**src/rtl/udp_tx_scheduler_pkg.sv**
```systemverilog
// Shared definitions for the UDP transmit scheduler: FSM encoding, header length, index widths.
// Latency: n/a (types and constants only).
// Backpressure: n/a.
package udp_tx_scheduler_pkg;

  typedef enum logic [2:0] {
    ST_IDLE  = 3'd0,
    ST_LOAD  = 3'd1,
    ST_START = 3'd2,
    ST_BUSY  = 3'd3,
    ST_GAP   = 3'd4
  } state_t;

  // IPv4 header (20) + UDP header (8) bytes added in front of the payload.
  localparam logic [15:0] IP_UDP_HDR_LEN = 16'd28;

  // Bits needed to hold values 0..n-1, never less than one bit.
  function automatic int idx_w(input int n);
    return (n > 1) ? $clog2(n) : 1;
  endfunction

endpackage

```
**src/rtl/udp_rr_arbiter.sv**
```systemverilog
// Round-robin pick: first requesting channel at or after rr_ptr, wrapping past NUM_CH-1.
// Latency: combinational.
// Backpressure: none; the caller decides when the pick is consumed.
// Ports: req (per-channel request), rr_ptr (search start), gnt (one-hot winner), idx (winner index).
module udp_rr_arbiter
  import udp_tx_scheduler_pkg::*;
#(
  parameter int NUM_CH = 2,
  localparam int IDX_W = idx_w(NUM_CH)
) (
  input  logic [NUM_CH-1:0] req,
  input  logic [IDX_W-1:0]  rr_ptr,
  output logic [NUM_CH-1:0] gnt,
  output logic [IDX_W-1:0]  idx
);

  // One extra bit so rr_ptr + offset cannot overflow before the wrap.
  localparam logic [IDX_W:0] NCH = (IDX_W + 1)'(NUM_CH);

  logic [IDX_W:0] cand;
  logic           found;

  always_comb begin
    gnt   = '0;
    idx   = '0;
    found = 1'b0;
    cand  = '0;
    for (int k = 0; k < NUM_CH; k++) begin
      cand = {1'b0, rr_ptr} + (IDX_W + 1)'(k);
      if (cand >= NCH) cand = cand - NCH;
      if (!found && req[cand[IDX_W-1:0]]) begin
        found = 1'b1;
        idx   = cand[IDX_W-1:0];
      end
    end
    if (found) gnt[idx] = 1'b1;
  end

endmodule

```
**src/rtl/udp_tx_scheduler.sv**
```systemverilog
// Shares one UDP transmitter among NUM_CH sources, one packet per round-robin grant.
// Latency: request seen in IDLE -> grant +1 clk -> tx_start +2 clk; eop -> next start GAP_CYCLES+3.
// Backpressure: channels hold ch_req until ch_done; requests are ignored outside IDLE.
// Ports: ch_* per-channel request/params/payload in, grant/read/done out; tx_* transmitter
//        handshake; udp_*/ip_* latched header fields; busy high outside IDLE.
module udp_tx_scheduler
  import udp_tx_scheduler_pkg::*;
#(
  parameter int          NUM_CH     = 2,
  parameter int          GAP_CYCLES = 12,
  parameter logic [15:0] IP_ID_INIT = 16'h0
) (
  input  logic                 clk,
  input  logic                 rst_n,
  input  logic [NUM_CH-1:0]    ch_req,
  input  logic [NUM_CH*16-1:0] ch_src_port,
  input  logic [NUM_CH*16-1:0] ch_dst_port,
  input  logic [NUM_CH*16-1:0] ch_len,
  input  logic [NUM_CH*16-1:0] ch_chksum,
  input  logic [NUM_CH*32-1:0] ch_data,
  output logic [NUM_CH-1:0]    ch_grant,
  output logic [NUM_CH-1:0]    ch_data_rd,
  output logic [NUM_CH-1:0]    ch_done,
  output logic                 tx_start,
  input  logic                 tx_eop,
  input  logic                 tx_data_in_rd,
  output logic [31:0]          tx_data_in,
  output logic [15:0]          udp_src_port,
  output logic [15:0]          udp_dst_port,
  output logic [15:0]          udp_data_length,
  output logic [15:0]          udp_data_chksum,
  output logic [15:0]          ip_total_len,
  output logic [15:0]          ip_id,
  output logic                 busy
);

  localparam int IDX_W = idx_w(NUM_CH);
  localparam int CNT_W = idx_w(GAP_CYCLES);
  localparam logic [CNT_W-1:0] GAP_LOAD = (GAP_CYCLES > 0) ? CNT_W'(GAP_CYCLES - 1) : '0;
  localparam logic [IDX_W-1:0] LAST_CH  = IDX_W'(NUM_CH - 1);

  state_t            state, nxt;
  logic [IDX_W-1:0]  sel, rr_ptr, arb_idx;
  logic [NUM_CH-1:0] arb_gnt, sel_oh;
  logic [CNT_W-1:0]  gap_cnt;
  logic              arb_vld;

  udp_rr_arbiter #(.NUM_CH(NUM_CH)) u_arb (
    .req    (ch_req),
    .rr_ptr (rr_ptr),
    .gnt    (arb_gnt),
    .idx    (arb_idx)
  );

  assign arb_vld    = |arb_gnt;
  assign sel_oh     = {{(NUM_CH-1){1'b0}}, 1'b1} << sel;
  // The payload mux follows sel in every state; only the read strobe is gated by BUSY.
  assign tx_data_in = ch_data[32*sel +: 32];

  always_comb begin
    nxt        = state;
    ch_grant   = '0;
    ch_data_rd = '0;
    ch_done    = '0;
    tx_start   = 1'b0;
    busy       = (state != ST_IDLE);
    case (state)
      ST_IDLE:  if (arb_vld) nxt = ST_LOAD;
      ST_LOAD: begin
        ch_grant = sel_oh;
        nxt      = ST_START;
      end
      ST_START: begin
        // Any eop seen here is spurious: the transmitter cannot finish in its start cycle.
        tx_start = 1'b1;
        nxt      = ST_BUSY;
      end
      ST_BUSY: begin
        ch_data_rd = tx_data_in_rd ? sel_oh : '0;
        if (tx_eop) begin
          ch_done = sel_oh;
          nxt     = (GAP_CYCLES == 0) ? ST_IDLE : ST_GAP;
        end
      end
      ST_GAP:   if (gap_cnt == '0) nxt = ST_IDLE;
      default:  nxt = ST_IDLE;
    endcase
  end

  always_ff @(posedge clk or negedge rst_n) begin
    if (!rst_n) begin
      state           <= ST_IDLE;
      sel             <= '0;
      rr_ptr          <= '0;
      gap_cnt         <= '0;
      ip_id           <= IP_ID_INIT;
      udp_src_port    <= '0;
      udp_dst_port    <= '0;
      udp_data_length <= '0;
      udp_data_chksum <= '0;
      ip_total_len    <= '0;
    end else begin
      state <= nxt;
      case (state)
        ST_IDLE: if (arb_vld) sel <= arb_idx;
        ST_LOAD: begin
          udp_src_port    <= ch_src_port[16*sel +: 16];
          udp_dst_port    <= ch_dst_port[16*sel +: 16];
          udp_data_length <= ch_len[16*sel +: 16];
          udp_data_chksum <= ch_chksum[16*sel +: 16];
          ip_total_len    <= ch_len[16*sel +: 16] + IP_UDP_HDR_LEN;
        end
        ST_BUSY: if (tx_eop) begin
          rr_ptr  <= (sel == LAST_CH) ? '0 : sel + 1'b1;
          ip_id   <= ip_id + 16'd1;
          gap_cnt <= GAP_LOAD;
        end
        ST_GAP: if (gap_cnt != '0) gap_cnt <= gap_cnt - 1'b1;
        default: ;
      endcase
    end
  end

endmodule

```
**config.mk**
```make
export PLATFORM = sky130hd
export DESIGN_NAME = udp_tx_scheduler
export DESIGN_NICKNAME = d
export VERILOG_FILES = /design/src/rtl/udp_tx_scheduler_pkg.sv /design/src/rtl/udp_rr_arbiter.sv /design/src/rtl/udp_tx_scheduler.sv
export SDC_FILE = /design/constraint.sdc
export NUM_CORES = 1
export LEC_CHECK = 0
export ABC_AREA = 1
export CAP_MARGIN = 20
export CORE_MARGIN = 2
export CORE_UTILIZATION = 34
export CTS_CLUSTER_DIAMETER = 30
export DETAILED_ROUTE_END_ITERATION = 7
export PLACE_DENSITY = 0.9
export SETUP_SLACK_MARGIN = 0.3
export SLEW_MARGIN = 5
export SYNTH_ARGS = -nofsm -noshare
export SYNTH_HDL_FRONTEND = slang
export SYNTH_HIERARCHICAL = 1
export SYNTH_SLANG_ARGS = --single-unit
```
**constraint.sdc**
```tcl
create_clock -name clk -period 1.6 [get_ports clk]
set_input_delay 0.32 -clock clk [delete_from_list [all_inputs] [get_ports clk]]
set_output_delay 0.32 -clock clk [all_outputs]
set_load 0.01 [all_outputs]
```
# Word-level counts from Yosys, hierarchy flattened
# Index checks and enable logic that the tools add are counted.
classes:
  n_lt_le_gt_ge: 6
  n_eq_ne: 8
  n_mux: 27
  shifts: 6
  reduce_logical: 13
  addsub: 7
op_table:
  columns: ["op", "count"]
  rows:
  - ["$shiftx A32 B6 Y16", 4]
  - ["$shiftx A64 B7 Y32", 1]
  - ["$add A16 B1 Y16 const B", 1]
  - ["$add A16 B5 Y16 const B", 1]
  - ["$pmux W3 S5", 1]
  - ["$mux W1", 13]
  - ["$mux W2", 6]
  - ["$mux W3", 3]
  - ["$mux W4", 2]
  - ["$ne A2 B2 Y1 const B", 4]
  - ["$pmux W4 S2", 1]
  - ["$eq A3 B2 Y1 const B", 2]
  - ["$lt A1 B2 Y1 const B", 3]
  - ["$reduce_and A3 Y1", 2]
  - ["$logic_not A4 Y1", 1]
  - ["$reduce_and A2 Y1", 2]
  - ["$reduce_bool A4 Y1", 1]
  - ["$sub A4 B1 Y4 const B", 1]
  - ["$eq A3 B1 Y1 const B", 1]
  - ["$eq A3 B3 Y1 const B", 1]
  - ["$logic_not A3 Y1", 1]
  - ["$reduce_bool A3 Y1", 1]
  - ["$add A1 B1 Y2 const B", 1]
  - ["$ge A1 B2 Y1 const B", 1]
  - ["other kinds (10)", 12]
totals:
  word_cells: 77
  in_bits: 198
  output_inout_bits: 136
  register_bits: 105

# Longest topological paths before layout
logic_depth:
  word_depth: 16
  depth_mapped: 10
  mapped_depth_nobuf: 10

# Cells and area by module
# The synthesis kept the hierarchy.
modules_own_cells:
  columns: ["module", "seq_area_each_um2", "area_per_inst_um2", "n_inst", "cells_per_inst"]
  rows:
  - ["udp_tx_scheduler", 2577.5, 5432.7, 1, 767]
  - ["udp_rr_arbiter", 0.0, 28.8, 1, 5]

# Worst setup path after synthesis
# No wires, ideal clock.
synth_path:
  kind: "register to register"
  from: "reg sel"
  to: "reg ip_total_len[12]"
  period_less_slack_ns: 1.500
  t_required_ns: 1.476
  arrival_ns: 1.376
  n_path_buf: 1
  setup_ns: 0.124
  setup_slack_ns: 0.100
  path_stages_with_launch: 11
  path_cell_list: "dfrtp_1 buf_6 nand2_1 nand2_1 ha_1 nand3_1 nand2_1 nor2_1 nand2_1 nand2_1 nand3_1"
synth_between:
  elab_chain_len: 2
synth_rtl:
  columns: ["element", "line_no", "text"]
  rows:
  - ["start, declared", "udp_tx_scheduler.sv:43", "logic [IDX_W-1:0] sel, rr_ptr, arb_idx;"]
  - ["start signal, assigned", "udp_tx_scheduler.sv:105", "ST_IDLE: if (arb_vld) sel <= arb_idx;"]
  - ["$shiftx A32 B6 Y16", "udp_tx_scheduler.sv:111", "ip_total_len <= ch_len[16*sel +: 16] + IP_UDP_HDR_LEN;"]
  - ["$add A16 B5 Y16", "udp_tx_scheduler.sv:111", null]
  - ["end signal, assigned", "udp_tx_scheduler.sv:111", null]
  - ["end, declared", "udp_tx_scheduler.sv:32", "output logic [15:0] ip_total_len,"]
# No other way between the ends.
# A chain may end at the register's enable or synchronous reset.

# Worst setup path after layout
layout_path:
  from: "reg sel"
  to: "out tx_data_in[23]"
layout_between:
  elab_chain_len: 1
layout_rtl:
  columns: ["element", "line_no", "text"]
  rows:
  - ["$shiftx A64 B7 Y32", "udp_tx_scheduler.sv:58", "assign tx_data_in = ch_data[32*sel +: 32];"]
  - ["end, declared", "udp_tx_scheduler.sv:27", "output logic [31:0] tx_data_in,"]
# No other way between the ends.

==> results.md <==
* Via count at 7,312
* Final WL at 27.65 mm
* CP cell instances: buf_6, buf_12, clkbuf_16, nand2_2, nand2_1, buf_2
* Vias in the first global route at 6,948
* Warnings, synthesis at 6
* Iter 0 DRT Violations at 525
* Internal power at 12.31 mW
* Post-route DRC at 0
* Leading area contributor after synthesis: dfrtp_1
* Std cell rows at 46
* Ports at 334
* Grt ovf at 0
* Yosys reg bits at 103
* Switch share at 0.4271
* Run status: finished, violations left
* Fin nets at 1,434
* Max incr delay on CP at 0.44 ns
* WS Path Type: flip-flop to output port
* Tmin final at 1.807 ns
* Wirelength per Cell at 19.02 um
* Crit Path Max Fanout at 6
* Failing checks: setup timing
* VDD IR max at 0.7854 mV
* Pins Over Slew Limit at 0
* Average size of a mapped cell at 7.074 um2
* Vias/cell at 5.029
* Clk_skew at 0.005353 ns
* Initial antenna violation count at 0
* Clock Latency Late Sink at 0.36 ns
* Post-synthesis sequential area ratio at 0.4719
* Ant diodes at 0
* Reg power frac at 0.210
* Synth Instances at 772
* Final worst-path cycle share at 1.129
* Gr usage total at 0.2844
* Worst-case clock buffer depth at 2
* Final ANT Viol Nets at 0
* Peak Freq at 553.5 MHz
* RSZ-0062 raised after global routing: yes
* Synth cell count leaders: nand2_1, dfrtp_1, nand3_1
* Ys async rst share at 1.000
* Top cell type's share of synthesized area at 0.4719
* Final worst slack at -0.2066 ns
* Worst path bufs/invs at 4
* Clk pwr share at 0.102
* Clock transition at path regs at 0.08 ns
* Endpoints failing hold at 0
* Largest net degree at the start of global routing at 45
* Worst slew pin tran at 0.3074 ns
* WP data arrival at 1.49 ns
* Critical Path Sink Type: output port
* Pre-antenna DRT Iters at 5
* Core Util, Final at 0.7475
* Die area at 17,090 um2
* Leading cell types by total area after synthesis: dfrtp_1, nand2_1, nand3_1
* Initial core utilization at 0.3463
* Slew margin rel. at 0.7946
* Worst Path Required at 1.28 ns
* Max_cap viols at 0
* Placed cell areas at 9360 um2
* CTS H-Tree Depth at 3
* HP Class: primary input to asynchronous set/reset pin
* Die Span X at 130.7 um
* Design area at 11,790 um2
* Crit-path leading delay family: buffers and inverters
* Hpwl dp at 15.92 mm
* RePlAce Congestion at 0.8711
* Synthesized area at 5461 um2
* Leak at 5.802 nW
* Clk root buf: clkbuf_16
* Area grow syn2layout at 115.9%
* First-pass GRT wire length at 36.78 mm
* Startpoint types: flip-flop
* Post-synth EDFFs at 0
* Prevailing post-synth register cell: dfrtp_1
* Share of layout cells above drive strength 1 at 0.4249
* Post-synthesis cell type count at 32
* Port bufs at 333
* Sinks on Clock Net at 103
* Die Ht at 130.7 um
* Logic pwr share at 0.688
* CP max-delay cell: dfrtp_2
* # setup viols final at 98
* Total core area at 15,770 um2
* CTS tree: built
* CTS buffer count at 9
* Fill count at 1,059
* Psw at 9.178 mW
* Count leader, synth: nand2_1
* PwrDens at 1823 nW/um2
* Syn Nets at 973
[cell usage in the layout (no fill, tap or decap), types with 4 or more instances in the layout]
master           count
nor2_2              10
buf_4               66
xor2_1               4
a21oi_1              4
clkbuf_2            24
nand3_2             14
buf_2               79
nand4_1              8
nand3_4              6
inv_1               37
buf_6               68
clkdlybuf4s15_2      4
nand2_1            253
buf_16              14
inv_2                5
o211ai_1             4
clkdlybuf4s50_1    196
nand2_2             74
nand3_1             63
buf_8                9
nand2_4             52
buf_12              19
dfrtp_2              7
clkbuf_16           11
nor2_4              17
dfrtp_1             96
o21ai_2              8
nor2_1              25
inv_4                4
bufbuf_16            4
[through the flow]
stage | hold WS (ns) | std cells | worst slack (ns) | total power [mW] | TNS [ns]
after floorplan | 0.02441 | 772 | 0.2183 | 9.051 | 0
after global routing | 0.4321 | 1454 | -0.2594 | 22.48 | -14.75
after global placement | 0.2197 | 1327 | -0.3916 | 13.95 | -8.465
final | 0.4037 | 1454 | -0.2066 | 21.49 | -8.870
after CTS | 0.4078 | 1413 | -0.1926 | 19.13 | -6.750
after detailed placement | 0.2183 | 1327 | -0.4376 | 14.21 | -9.951
[logic make-up after synthesis]
group           after synthesis  synth area share
simple gates                535            0.3991
fa+ha+maj                     3          0.006874
buf+inv                      84           0.06437
flops                       103            0.4719
mux                           1          0.001833
compound gates               35           0.03826
xor+xnor                     11           0.01764
[routing by layer]
metal / up-vias / share of wire / GRT usage
met2: 354 / 0.52 / 0.4773
met5: - / 0 / 0
met3: 76 / 0.067 / 0.07329
li1: 3354 / - / -
met4: 0 / 0.028 / 0.09324
met1: 3528 / 0.39 / 0.3598
[repair_timing]
item | CTS | global route
resized for setup | 700 | 224
cloned | 18 | 2
setup buffers | 51 | 39
endpoints found under the setup margin | 231 | 193
hold buffers | 1 | 0
pin swaps | 58 | 55
endpoints found under the hold margin | 17 | 0
[final cells by class]
class / count / area [um2] / share of cell area
Timing Repair Buffer: 486 / 4875 / 0.4135
Multi-Input combinational cell: 585 / 3571 / 0.3029
Sequential cell: 103 / 2586 / 0.2194
Tap cell: 216 / 270.3 / 0.02293
Clock buffer: 12 / 256.5 / 0.02176
Inverter: 48 / 200.2 / 0.01698
Clock inverter: 4 / 30.03 / 0.002547
[state kept, by name, indices dropped and copies added, names as in the netlist]
register and flops:
gap_cnt 4, ip_id 16, ip_total_len 14, rr_ptr 1
sel 1, state 3, udp_data_chksum 16, udp_data_length 16
udp_dst_port 16, udp_src_port 16
[power by group through the flow]
stage          registers, mW  clock network (mW)  logic (mW)
3_3_place_gp            4.44                   0        9.51
2_1_floorplan           4.89                   0        4.16
4_1_cts                 4.44                2.21        12.5
5_1_grt                 4.60                2.28        15.6
3_5_place_dp            4.48                   0        9.72
6_report                4.51                2.18        14.8
[final timing paths]
check,start,endpoint,slack [ns],cells past startpoint
max,sel$_DFFE_PN0P_,tx_data_in[23],-0.21,6
min in group clk,udp_data_length[9]$_DFFE_PN0N_,udp_data_length[9]$_DFFE_PN0N_,0.48,1
max in group asynchronous,rst_n,udp_data_chksum[6]$_DFFE_PN0N_,0.65,3
max reg2reg,sel$_DFFE_PN0P_,ip_total_len[14]$_DFFE_PN0N_,-0.16,12
min,rst_n,udp_data_chksum[8]$_DFFE_PN0N_,0.40,2
min reg2reg,udp_data_length[9]$_DFFE_PN0N_,udp_data_length[9]$_DFFE_PN0N_,0.48,1
Power figures use the tool's default switching activity.
